### src/rtl/vga_capture.sv
// VGA frame grabber: samples sync/blank/RGB on pixel-enable cycles and streams
// RGB332 pixels to a frame buffer, flagging malformed timing via a sticky error.
module vga_capture #(
    parameter int H_ACTIVE = 640,
    parameter int V_ACTIVE = 480,
    parameter int ADDR_W   = 19
) (
    input  logic              clk,
    input  logic              rst_n,
    input  logic              pix_en,
    input  logic              h_sync,
    input  logic              v_sync,
    input  logic              blank_b,
    input  logic [7:0]        red,
    input  logic [7:0]        green,
    input  logic [7:0]        blue,
    input  logic              arm,
    output logic              wr_en,
    output logic [ADDR_W-1:0] wr_addr,
    output logic [7:0]        wr_data,
    output logic [9:0]        x,
    output logic [9:0]        y,
    output logic              frame_done,
    output logic              sync_err
);

    localparam logic [10:0]       H_L = 11'(H_ACTIVE);
    localparam logic [10:0]       V_L = 11'(V_ACTIVE);
    localparam logic [ADDR_W-1:0] H_A = ADDR_W'(H_ACTIVE);

    typedef enum logic [1:0] {IDLE, WAIT_FRAME, CAPTURE} state_t;

    state_t            state_q, state_d;
    logic              hs_q, vs_q, blank_q;
    logic [10:0]       pix_cnt, line_cnt, lc_after;
    logic [ADDR_W-1:0] addr_cnt, line_base;
    logic              line_act, frame_err;

    logic hfall, vfall, in_cap, line_end, line_act_any, line_in, pix_in;
    logic short_line, frame_end, frame_ok, pix_smp, pix_wr, pix_drop, set_err, clr;

    // Only the top bits of each colour reach RGB332.
    logic unused_bits;
    assign unused_bits = ^{red[4:0], green[4:0], blue[5:0]};

    always_comb begin
        state_d      = state_q;
        clr          = 1'b0;
        hfall        = pix_en & hs_q & ~h_sync;
        vfall        = pix_en & vs_q & ~v_sync;
        in_cap       = (state_q == CAPTURE);
        line_end     = in_cap & hfall;
        line_act_any = line_act | blank_q;
        line_in      = (line_cnt < V_L);
        pix_in       = (pix_cnt < H_L);
        short_line   = line_end & line_act_any & line_in & pix_in;
        // Line end is folded into the frame-end decision so a simultaneous
        // h/v edge still counts the final line.
        lc_after     = (line_end & line_act_any & line_in) ? line_cnt + 11'd1 : line_cnt;
        frame_end    = in_cap & vfall;
        frame_ok     = frame_end & (lc_after == V_L) & ~frame_err & ~short_line;
        pix_smp      = in_cap & pix_en & blank_b & ~hfall & ~vfall;
        pix_wr       = pix_smp & pix_in & line_in;
        pix_drop     = pix_smp & ~(pix_in & line_in);
        set_err      = short_line | pix_drop | (frame_end & ~frame_ok);

        case (state_q)
            IDLE: begin
                if (pix_en) state_d = WAIT_FRAME;
            end
            WAIT_FRAME: begin
                if (vfall && arm) begin
                    state_d = CAPTURE;
                    clr     = 1'b1;
                end
            end
            CAPTURE: begin
                if (vfall) begin
                    clr     = arm;
                    state_d = arm ? CAPTURE : WAIT_FRAME;
                end
            end
            default: state_d = IDLE;
        endcase
    end

    always_ff @(posedge clk) begin
        if (!rst_n) state_q <= IDLE;
        else        state_q <= state_d;
    end

    always_ff @(posedge clk) begin
        if (!rst_n) begin
            hs_q       <= 1'b1;
            vs_q       <= 1'b1;
            blank_q    <= 1'b0;
            wr_en      <= 1'b0;
            wr_addr    <= '0;
            wr_data    <= '0;
            x          <= '0;
            y          <= '0;
            frame_done <= 1'b0;
            sync_err   <= 1'b0;
            pix_cnt    <= '0;
            line_cnt   <= '0;
            addr_cnt   <= '0;
            line_base  <= '0;
            line_act   <= 1'b0;
            frame_err  <= 1'b0;
        end else begin
            wr_en      <= 1'b0;
            frame_done <= frame_ok;
            sync_err   <= sync_err | set_err;
            if (pix_en) begin
                hs_q    <= h_sync;
                vs_q    <= v_sync;
                blank_q <= blank_b;
            end
            if (clr) begin
                pix_cnt   <= '0;
                line_cnt  <= '0;
                addr_cnt  <= '0;
                line_base <= '0;
                line_act  <= 1'b0;
                frame_err <= 1'b0;
                x         <= '0;
                y         <= '0;
            end else if (in_cap && pix_en) begin
                frame_err <= frame_err | set_err;
                if (line_end) begin
                    pix_cnt  <= '0;
                    line_act <= 1'b0;
                    line_cnt <= lc_after;
                    if (line_act_any && line_in) line_base <= line_base + H_A;
                    // A short line skips the unwritten tail so the next line
                    // still starts on its own row.
                    if (short_line) addr_cnt <= line_base + H_A;
                end else begin
                    line_act <= line_act | blank_q;
                end
                if (pix_wr) begin
                    wr_en    <= 1'b1;
                    wr_addr  <= addr_cnt;
                    wr_data  <= {red[7:5], green[7:5], blue[7:6]};
                    x        <= pix_cnt[9:0];
                    y        <= line_cnt[9:0];
                    addr_cnt <= addr_cnt + 1'b1;
                    pix_cnt  <= pix_cnt + 11'd1;
                end
            end
        end
    end

endmodule

### config.mk
export PLATFORM = sky130hd
export DESIGN_NAME = vga_capture
export DESIGN_NICKNAME = d
export VERILOG_FILES = /design/src/rtl/vga_capture.sv
export SDC_FILE = /design/constraint.sdc
export NUM_CORES = 1
export LEC_CHECK = 0
export BUFFER_PORTS_ARGS = -buffer_cell sky130_fd_sc_hd__buf_2
export CORE_UTILIZATION = 44
export CTS_CLUSTER_DIAMETER = 80
export DETAILED_ROUTE_END_ITERATION = 10
export GPL_TIMING_DRIVEN = 0
export PLACE_DENSITY = 0.67
export SKIP_LAST_GASP = 1
export SLEW_MARGIN = 20
export SYNTH_ARGS = -nofsm -noshare
export SYNTH_HDL_FRONTEND = slang
export SYNTH_SLANG_ARGS = --single-unit
export TNS_END_PERCENT = 1
### constraint.sdc
create_clock -name clk -period 2.2 [get_ports clk]
set_input_delay 0.11 -clock clk [delete_from_list [all_inputs] [get_ports clk]]
set_output_delay 0.11 -clock clk [all_outputs]
set_load 0.03 [all_outputs]
* Yosys cells after proc, flatten, opt, wreduce, memory -nomap -nowiden
Cells that the tools add are included.
Storage, ports and cells: register bits 117, bits in latches 0, memory bits (writable) 0, bits in read-only memories 0, output and inout bits 50, logic and storage cells 97, memories kept 0
Operators by class: add/subtract/negate cells 4, multiply operators 0, divide/modulo/power cells 0, magnitude comparators 2, eq/ne operators 6, shifts and indexed selects 0, multiplexer cells 16, bitwise logic cells 37, reduce and logical (&&, ||, !) cells 15
Operators with widths (count):
- $mux W19 | 3
- $mux W11 | 3
- $add A11 B1 Y11 const B | 2
- $and A1 B1 Y1 | 21
- $add A19 B1 Y19 const B | 1
- $add A19 B10 Y19 const B | 1
- $reduce_and A3 Y1 | 4
- $eq A11 B9 Y1 const B | 1
- $lt A11 B10 Y1 const B | 1
- $lt A11 B9 Y1 const B | 1
- $not A1 Y1 | 11
- $mux W2 | 4
- $ne A2 B2 Y1 const B | 3
- $pmux W2 S3 | 1
- $reduce_and A2 Y1 | 3
- $or A1 B1 Y1 | 5
- $mux W1 | 4
- $reduce_bool A2 Y1 | 2
- $logic_and A1 B1 Y1 | 3
- $reduce_or A3 Y1 | 1
- $eq A2 B1 Y1 const B | 1
- $eq A2 B2 Y1 const B | 1
- $logic_not A2 Y1 | 1
- $pmux W1 S2 | 1
- $reduce_or A2 Y1 | 1

* Depth between registers and ports, before layout
Gate-level depths: netlist of the first run.
depth in word-level cells 14, gate-level depth with buffers 12, gate-level depth less buffers 8

* Worst setup path before layout of the first run
No wires, ideal clock.
path kind register to register, start point register state_q[0], end point register y[9], setup time 0.115 ns, data arrival time 2.126 ns, data required time 2.085 ns, path slack -0.041 ns, stages on the path, launching flop included 11, buffers on the path 4, path through dfxtp_1 -> inv_1 -> ha_1 -> buf_4 -> inv_2 -> or4_4 -> or2_1 -> buf_2 -> buf_6 -> clkbuf_1 -> and3_1
On the way: word-level cells in the longest chain between the ends 8, elaborated cells between the ends (all ways) 12, classes of those cells eq/ne: 2; mux: 1; bitwise: 6; reduce/logical: 3
RTL lines:
- start, declared | line 33 | state_t state_q, state_d;
- start signal, assigned | line 89 | else state_q <= state_d;
- $eq A2 B2 Y1 | line 51, 67
- $and A1 B1 Y1 (4 in series) | line 62 | pix_smp = in_cap & pix_en & blank_b & ~hfall & ~vfall;
- $and A1 B1 Y1 (2 in series) | line 63 | pix_wr = pix_smp & pix_in & line_in;
- $reduce_and A2 Y1 (no source line)
- end signal, assigned | line 146 | y <= line_cnt[9:0];
- end, declared | line 22 | output logic [9:0] y,
Parallel ways exist; a longest one is shown, timed or not. A chain may end at the register's enable or synchronous reset.

* Final worst setup path of the first run
start point register state_q[0], end point register frame_err
On the way: word-level cells in the longest chain between the ends 13, elaborated cells between the ends (all ways) 26, classes of those cells eq/ne: 3; mux: 2; bitwise: 19; reduce/logical: 2
RTL lines:
- $eq A2 B2 Y1 | line 51, 67
- $and A1 B1 Y1 | line 52 | line_end = in_cap & hfall;
- $and A1 B1 Y1 (2 in series) | line 56, 59
- $mux W11 | line 59 | lc_after = (line_end & line_act_any & line_in) ? line_cnt + 11'd1 : line_cnt;
- $eq A11 B9 Y1 | line 61 | frame_ok = frame_end & (lc_after == V_L) & ~frame_err & ~short_line;
- $and A1 B1 Y1 (3 in series) | line 61
- $not A1 Y1 | line 65 | set_err = short_line | pix_drop | (frame_end & ~frame_ok);
- $and A1 B1 Y1 | line 65
- $or A1 B1 Y1 | line 65
- $or A1 B1 Y1 | line 129 | frame_err <= frame_err | set_err;
- end signal, assigned | line 129
- end, declared | line 37 | logic line_act, frame_err;
Parallel ways exist; a longest one is shown, timed or not.

==> flow_summary.toml, run 1 <==
[setup_path]
crit_fanout = 6
cp-start-kind = "flip-flop"
cp_num_buf_inv = 3
critPathMaxStageDelay_ns = 0.39
crit_required_ns = 2.46
crit_arrival_ns = 2.47
endpoint_kind = "flip-flop"
crit_top_cell = "buf_6"
slowest_stage = "o41ai_2"
worstSetupPathType = "reg2reg"
worstPathCellList = "inv_2 -> ha_4 -> and4b_1 -> buf_6 -> o2111ai_4 -> buf_6 -> mux2i_1 -> nand4b_1 -> o41ai_2 -> a21oi_1"
critical-path-top-delay-family = "compound AO/OA/AOI/OAI gates"

[synthesis]
synthesis.area_um2 = 4850
syn_inst = 593
syn_avg_cell_area_um2 = 8.18
synth_edf_count = 0
synthTopCellsByArea = "dfxtp_1, nand2_1, a21oi_1, a21boi_0, nor2_1"
synth_top_cell_by_area = "dfxtp_1"
synth_top_area_share_pct = 45.4
ys_seq_elements = 110
yosysWarnings = 0
async_flop_share_pct = 0
synth_fp_nets = 632
yosysSeqAreaShare_pct = 45.4
dominantRegCellSynth = "dfxtp_1"
synth.distinct_cells = 55
ys_top_cells_by_count = "nand2_1, dfxtp_1, a21oi_1"
yosysMostFrequentCell = "nand2_1"

[die]
die_y_um = 107
core_area_um2 = 10500
core.rowCount = 37
die_area_um2 = 11500
die_w_um = 107
pin_count = 81
start_util_pct = 46.2

[run]
maxCapViolations = 0

[global_routing]
grt_use_met2_pct = 37.1
antenna_found_initial = 0
grt_pass1_wl_um = 20400
top_usage_layer = "met2"
met1_usage_pct = 29.4
grt_overflow = 0
grt_start_max_net_pins = 18
gr-usage-all-layers_pct = 22.6
grt_pass1_vias = 4210
grtUsageMet3_pct = 4.07

[clock_network]
cts.sink_count = 110
cts-buffers-inserted = 9
path_clk_slew_ns = 0.11
cts_tree = "done"
cts.htree.levels = 3
clock_path_buffers = 2
cts_root_buf = "clkbuf_8"
clkLatencyLatePin_ns = 0.38

[run_status]
status = "complete, but fails checks"
violations = "negative setup slack"

[placed_design]
placedCellCount = 791
dp_hpwl_um = 8740
port_buffers = 62
place_area_um2 = 5340
place_congestion = 0.861

[final_layout]
multi_input_area_um2 = 2540
fillers = 953
insertedDiodeCount = 0
final_area_um2 = 5880
syn2layout_area_growth_pct = 21.2
fin_cells = 827
seq_area_um2 = 2210
drive_above_1_share_pct = 19.1
nets = 725

[route]
vias_per_cell = 5.39
dr.first_iter.drc_count = 340
dr.pass1.iters = 5
wl_per_cell_um = 15.2
via_count = 4461
ant_nets = 0
routed_wl_um = 12600
drc_errors = 0

[power]
power.density_nw_per_um2 = 651
total_power_w = 0.00383
leakagePower_nw = 2.25
peakVddDrop_mv = 0.390

[timing]
relSlewSlack_pct = 46.5
fin_crit_ns = 2.22
tns_ns = -0.0256
slew_viol_final = 0
finalCritPeriodShare_pct = 101
rsz0062_at_grt = "yes"
final-setup-viol-count = 2
worst_slack_ns = -0.0153
clock.fmax_ghz = 0.451
finalHoldViolCount = 0
finClkSkew_ns = 0.0115
worstMarginPinSlew_ns = 0.796

[min_path]
hold_class = "in2reg"
-- flip-flops by register name (all words and copies together) (netlist names) --
name	cells
addr_cnt	19
pix_cnt	11
wr_en	1
vs_q	1
y	10
line_act	1
wr_data	8
wr_addr	19
state_q	2
sync_err	1
x	10
hs_q	1
frame_err	1
frame_done	1
line_cnt	11
blank_q	1
line_base	12
-- metal layers --
metal | routed length (um) | share of wire, %
met1 | 5780 | 46
met2 | 5850 | 46
met3 | 683 | 5.4
met4 | 277 | 2.2
met5 | 0 | 0
-- repair_timing --
action	in CTS	in global routing
endpoints found under the hold margin	10	0
pin swaps	4	4
setup endpoints to repair	93	96
buffers inserted	8	3
resized for setup	32	9
hold buffers	10	0
-- report_power, final --
group	total [W]	internal, W	switching [W]	leakage [nW]
Clock	0.00137	0.000676	0.000697	0.113
Combinational	0.000402	0.000165	0.000237	1.25
Sequential	0.00205	0.00202	0.0000312	0.888
Total	0.00383	0.00286	0.000965	2.25
-- final timing paths --
kind	startpoint	endpoint	slack (ns)	cells past startpoint
worst min register to register	x[4]$_SDFFE_PP0P_	x[4]$_SDFFE_PP0P_	0.46	2
worst max register to register	state_q[0]$_SDFFE_PN0P_	frame_err$_SDFFE_PP0P_	-0.02	10
worst min-delay path	blank_b	blank_q$_SDFFE_PN0P_	0.03	3
worst max-delay path	state_q[0]$_SDFFE_PN0P_	frame_err$_SDFFE_PP0P_	-0.02	10
-- layout make-up --
class                      count  area share (%)
sequential                   110            37.5
inverter                      11           0.702
buffer                        34            3.57
timing repair buffer          83            8.38
clock buffer                  11            2.40
multi-input combinational    437            43.1
tap                          136            2.89
clock inverter                 5            1.40
-- layout by cell type (no fill, tap or decap), types with 3 or more instances in the layout --
master	count
nand2_1	125
clkbuf_8	12
nand3_1	12
dlygate4sd3_1	10
and3_1	12
nand4_1	10
o21a_1	3
inv_1	9
o21ai_0	16
and4_1	3
or3_1	7
a211oi_1	5
buf_2	69
and2_1	6
xor2_1	10
buf_6	4
nand3b_1	7
a21oi_1	52
xnor2_1	17
buf_4	16
nor3_1	8
o21ai_1	10
a31oi_1	4
a21boi_0	29
dfxtp_2	3
nor2_1	47
clkbuf_1	15
ha_1	6
dfxtp_1	107
mux2i_1	3
-- kinds of logic after synthesis --
kind of cell    after synthesis  synth area share [%]
simple gates                255                  24.2
compound gates              142                  18.3
flops                       110                  45.4
buf+inv                      46                  4.18
xor+xnor                     28                  5.05
fa+ha+maj                     8                  2.06
mux                           4                 0.851
-- metrics by stage --
stage	setup slack, ns	hold WS (ns)	utilization (%)
3_3_place_gp	-0.315	0.352	50.8
4_1_cts	-0.0165	0.0165	55.4
5_1_grt	-0.142	0.0523	56.0
2_1_floorplan	-0.00436	0.238	-
6_report	-0.0153	0.0281	56.0
3_5_place_dp	-0.375	0.355	50.8
-- worst reg2reg max path: stages, from the launching register on --
cell       delay, ns
dfxtp_2         0.34
inv_2           0.08
ha_4            0.17
and4b_1         0.22
buf_6           0.12
o2111ai_4       0.13
buf_6           0.19
mux2i_1         0.11
nand4b_1        0.23
o41ai_2         0.39
a21oi_1         0.12
Power figures use the tool's default switching activity.
==> run 2, diff against run 1 <==
- BUFFER_PORTS_ARGS: -buffer_cell sky130_fd_sc_hd__buf_2 -> default
- DONT_BUFFER_PORTS: default -> 1
- MAX_ROUTING_LAYER: default -> met4
- PLACE_DENSITY: 0.67 -> 0.61
==> run 2 against run 1 <==
Effect of this change: the run still ends with negative setup slack left; setup slack got worse by 0.023 ns; design area decreased by 5.4%; count of clock-buffer cells in the layout decreased by 2; final cell count decreased by 7.4%; sequential cell count unchanged; hold slack improved by 0.0019 ns; sequential power about the same; utilization decreased by 3.0 points; maximum frequency decreased by 1.0%; largest power group unchanged.
==> flow_summary.toml, run 2 (synthesis results as in run 1) <==
[run_status]
status = "complete, but fails checks"
violations = "negative setup slack"

[clock_network]
cts-buffers-inserted = 9
cts_root_buf = "clkbuf_8"
cts.sink_count = 110
cts.htree.levels = 3
clkLatencyLatePin_ns = 0.38
cts_tree = "done"
path_clk_slew_ns = 0.11
clock_path_buffers = 2

[placed_design]
preCtsSetupSlack_ns = -0.364
place_congestion = 0.894
place_area_um2 = 5020
placedCellCount = 729
dp_hpwl_um = 8380
port_buffers = 0

[die]
die_area_um2 = 11500
pin_count = 81
core.rowCount = 37
die_w_um = 107
die_y_um = 107
start_util_pct = 46.2
core_area_um2 = 10500

[final_layout]
nets = 664
final_area_um2 = 5560
insertedDiodeCount = 0
syn2layout_area_growth_pct = 14.6
final_cell_mix = "nand2_1, dfxtp_1, a21oi_1, nor2_1, a21boi_0"
final_common_cell = "nand2_1"
fin_cells = 766
reg_top3 = "addr_cnt (19), wr_addr (19), line_base (12)"
drive_above_1_share_pct = 10.8

[power]
p_sw_w = 0.000990
total_power_w = 0.00371
power_frac_comb_pct = 10.4
p_int_w = 0.00272
leakagePower_nw = 1.93
power.density_nw_per_um2 = 667
swShare_pct = 26.7
p_clk_share_pct = 33.7
p_seq_share_pct = 55.9
peakVddDrop_mv = 0.347

[timing]
finalHoldViolCount = 0
rsz0062_at_grt = "yes"
relSlewSlack_pct = 55.7
finClkSkew_ns = 0.00731
worst_slack_ns = -0.0386
worstMarginPinSlew_ns = 0.660
holdWs_ns = 0.0300
fin_crit_ns = 2.24
final-setup-viol-count = 13
slew_viol_final = 0
finalCritPeriodShare_pct = 102
clock.fmax_ghz = 0.447

[setup_path]
worstSetupPathType = "reg2reg"
crit_path_start = "state_q[1]$_SDFFE_PN0P_"
timing.rr.start = "state_q[1]$_SDFFE_PN0P_"
crit_fanout = 10
cp_num_buf_inv = 2
rrSetupSlack_ns = -0.04
rr_endpoint = "line_cnt[3]$_SDFFE_PP0P_"
worstSetupEndpoint = "line_cnt[3]$_SDFFE_PP0P_"
cp.depth = 6
cp-start-kind = "flip-flop"
endpoint_kind = "flip-flop"
slowest_stage = "o21ai_1"
crit_required_ns = 2.44
r2r.worst_path.cells = 6
critical-path-top-delay-family = "compound AO/OA/AOI/OAI gates"
critPathMaxStageDelay_ns = 0.56
worstPathCellList = "inv_1 -> ha_1 -> o21ai_0 -> o21ai_1 -> clkbuf_1 -> a21oi_1"
crit_arrival_ns = 2.48

[global_routing]
grt_overflow = 0
antenna_found_initial = 0
gr-usage-all-layers_pct = 22.8
grt_pass1_wl_um = 19800
grt_pass1_vias = 3943
grt_start_max_net_pins = 19

[run]
maxCapViolations = 0

[route]
drt-met1-wl_um = 5720
dr_wl_met2_um = 5440
dr.pass1.iters = 4
dr.first_iter.drc_count = 206
vias_per_cell = 5.45
drc_errors = 0
ant_nets = 0
routed-wl-met3_um = 575
dr.max_layer_used = "met4"
via_count = 4173
wl_per_cell_um = 15.6
routed_wl_um = 11900

[min_path]
hold_class = "in2reg"
[run 2: cell count changes in the layout (fill, tap and decap cells not counted), sizes merged]
cell,before,now
buf,89,27
bufinv,2,1
clkbuf,29,27
clkinvlp,0,2
dlygate4sd3,10,11
inv,11,12
[run 2: worst min path at each step]
stage	cells after the start	to	start	slack, ns
finish	4	state_q[1]$_SDFFE_PN0P_	arm	0.03
global route	4	state_q[1]$_SDFFE_PN0P_	arm	0.08
CTS	4	state_q[1]$_SDFFE_PN0P_	arm	0.02
detailed placement	2	hs_q$_SDFFE_PN1P_	h_sync	0.25
global placement	2	hs_q$_SDFFE_PN1P_	h_sync	0.24
floorplan	2	vs_q$_SDFFE_PN1P_	v_sync	0.24
[run 2: area by class of cell]
| cell class | count | area, um^2 |
|---|---|---|
| inverters | 11 | 43.8 |
| clock inverters | 7 | 72.6 |
| multi-input cells | 437 | 2530 |
| fillers | 1011 | 4950 |
| repair buffers | 22 | 193 |
| well taps | 136 | 170 |
| plain buffers | 34 | 225 |
| flip-flops and latches | 110 | 2210 |
| clock buffers | 9 | 124 |
[run 2: through the flow]
step | setup TNS, ns | utilization (%)
floorplan | -0.00561 | -
global placement | -19.45 | 47.8
detailed placement | -22.58 | 47.8
CTS | -0.0188 | 52.4
global route | -6.71 | 52.9
finish | -0.235 | 52.9
[run 2: worst min-delay path, delay by kind of cell]
kind	cells	cell delay, ns
AOI/OAI and AO/OA	2	0.13
and+or+nand+nor	2	0.14
[run 2: power groups by stage]
stage	registers [W]	logic (W)	clock network (W)
after floorplan	0.00210	0.000216	0
after global placement	0.00211	0.000281	0
after detailed placement	0.00211	0.000291	0
after CTS	0.00207	0.000364	0.00128
after global routing	0.00208	0.000427	0.00136
final	0.00207	0.000385	0.00125
[run 2: timing repair]
item	in CTS	in global routing
pin swaps	4	4
cloned	0	0
setup endpoints to repair	95	99
endpoints found under the hold margin	11	0
hold buffers	11	0
resized for setup	39	5
buffers inserted	6	5
[run 2: routing by layer]
layer,global-route usage (%),vias to the layer above
met4,7.93,0
met5,-,-
met1,29.3,1970
li1,-,2103
met3,3.95,14
met2,36.0,86
==> run 3, diff against run 2 <==
- CORE_UTILIZATION: 44 -> 40
- PLACE_DENSITY: 0.61 -> 0.56
==> run 3 against run 2 <==
Effect of this change: the run ends with design-rule violations, negative setup slack left; global-route usage is 1.9 points lower; via count fell by 0.36%; power up 7.4%; clock power grew 23%; die area up 9.8%; critical path depth rose by 5; utilization decreased by 4.8 points; first-iteration DRC count is 50% higher; largest power group unchanged; final cell count is 0.52% higher; highest routed layer unchanged; register-to-register slack about the same.
==> flow_summary.toml, run 3 (synthesis results as in run 1) <==
[run]
maxCapViolations = 0

[placed_design]
port_buffers = 0
preCtsSetupSlack_ns = -0.361
dp_hpwl_um = 8590
place_area_um2 = 5030
place_congestion = 0.836

[setup_path]
timing.rr.start = "state_q[0]$_SDFFE_PN0P_"
crit_top_cell = "buf_6"
critPathMaxStageDelay_ns = 0.39
crit_fanout = 6
slowest_stage = "o41ai_2"
rr_endpoint = "frame_err$_SDFFE_PP0P_"
crit_required_ns = 2.42
endpoint_kind = "flip-flop"
critical-path-top-delay-family = "compound AO/OA/AOI/OAI gates"
cp_num_buf_inv = 4
worstSetupPathType = "reg2reg"
r2r.worst_path.cells = 11
rrSetupSlack_ns = -0.05
crit_arrival_ns = 2.47
cp-start-kind = "flip-flop"
worstPathCellList = "inv_2 -> ha_4 -> buf_6 -> and4b_1 -> buf_6 -> o2111a_1 -> buf_6 -> nand4_1 -> xnor2_2 -> o41ai_2 -> a21oi_1"

[die]
die_w_um = 112
core.rowCount = 39
die_area_um2 = 12600
core_area_um2 = 11600
die_y_um = 112
pin_count = 81
start_util_pct = 41.8

[clock_network]
cts.sink_count = 110
cts_root_buf = "clkbuf_16"
cts-buffers-inserted = 9
path_clk_slew_ns = 0.07
clkLatencyLatePin_ns = 0.35
clock_path_buffers = 2
cts.htree.levels = 3
cts_tree = "done"

[min_path]
min-delay-start = "arm"
hold_depth = 4
min_to = "state_q[0]$_SDFFE_PN0P_"
hold_class = "in2reg"

[route]
drc_errors = 10
vias_per_cell = 5.40
dr.first_iter.drc_count = 310
dr.pass1.iters = 8
ant_nets = 0
wl_per_cell_um = 15.9
routed_wl_um = 12200
via_count = 4158

[timing]
tns_ns = -0.0693
finalHoldViolCount = 0
rsz0062_at_grt = "yes"
clock.fmax_ghz = 0.444
slew_viol_final = 0
finClkSkew_ns = 0.00639
fin_crit_ns = 2.25
final-setup-viol-count = 2
worstMarginPinSlew_ns = 0.880
worst_slack_ns = -0.0507
finalCritPeriodShare_pct = 102
relSlewSlack_pct = 40.9

[final_layout]
syn2layout_area_growth_pct = 15.3
final_common_cell = "nand2_1"
reg_top3 = "addr_cnt (19), wr_addr (19), line_base (12)"
insertedDiodeCount = 0
drive_above_1_share_pct = 10.0
nets = 661
final_area_um2 = 5590
final_cell_mix = "nand2_1, dfxtp_1, a21oi_1, nor2_1, a21boi_0"

[power]
peakVddDrop_mv = 0.336
power.density_nw_per_um2 = 712
total_power_w = 0.00398
leakagePower_nw = 1.93

[global_routing]
gr-usage-all-layers_pct = 20.8
antenna_found_initial = 0
grt_pass1_wl_um = 19900
grt_pass1_vias = 3861
grt_start_max_net_pins = 19
grt_overflow = 0

[run_status]
status = "complete, but fails checks"
violations = "design-rule violations, negative setup slack"
## run 3: timing repair
action	4_1_cts	5_1_grt
pin swaps	4	0
hold buffers	11	0
buffers inserted	7	0
gates resized for setup	33	1
hold endpoints to repair	11	0
endpoints found under the setup margin	93	76
## run 3: how the worst max path moves through the flow
| stage | startpoint | end | depth (start not counted) |
|---|---|---|---|
| after floorplan | state_q[0]$_SDFFE_PN0P_ | frame_err$_SDFFE_PP0P_ | 11 |
| after global placement | state_q[0]$_SDFFE_PN0P_ | addr_cnt[11]$_SDFFE_PP0P_ | 12 |
| after detailed placement | state_q[0]$_SDFFE_PN0P_ | frame_err$_SDFFE_PP0P_ | 11 |
| after CTS | state_q[0]$_SDFFE_PN0P_ | addr_cnt[1]$_SDFFE_PP0P_ | 7 |
| after global routing | line_cnt[0]$_SDFFE_PP0P_ | frame_err$_SDFFE_PP0P_ | 7 |
| final | state_q[0]$_SDFFE_PN0P_ | frame_err$_SDFFE_PP0P_ | 11 |
## run 3: per-layer routing
layer,part of all wire (%),GRT usage (%)
met1,48,26.7
met2,46,32.6
met3,5.2,3.62
met4,1.4,8.36
met5,0,-
## run 3: tightest hold or removal path, cell delays in order
cell and delay, ns:
inv_1 0.02, a21oi_1 0.11, or3_1 0.10, a21boi_0 0.07
## run 3: per-stage QoR
step	std cells	hold WS, ns	util (%)
6_report	770	0.0939	48.2
2_1_floorplan	593	0.238	-
5_1_grt	770	0.105	48.2
3_3_place_gp	736	0.246	43.3
3_5_place_dp	736	0.249	43.3
4_1_cts	770	0.0810	48.1
## run 3: where the power goes
| part | switching (W) | internal, W |
|---|---|---|
| clock | 0.000767 | 0.000769 |
| sequential | 0.0000440 | 0.00202 |
| combinational | 0.000220 | 0.000160 |
| total | 0.00103 | 0.00295 |
## run 3: area by class of cell
type                    instances  area, um^2
repair buffers                 18         163
well taps                     143         179
clock inverters                 7        48.8
plain buffers                  35         221
flip-flops and latches        110        2200
inverters                      11        41.3
clock buffers                   9         225
fillers                      1163        6020
multi-input cells             437        2510
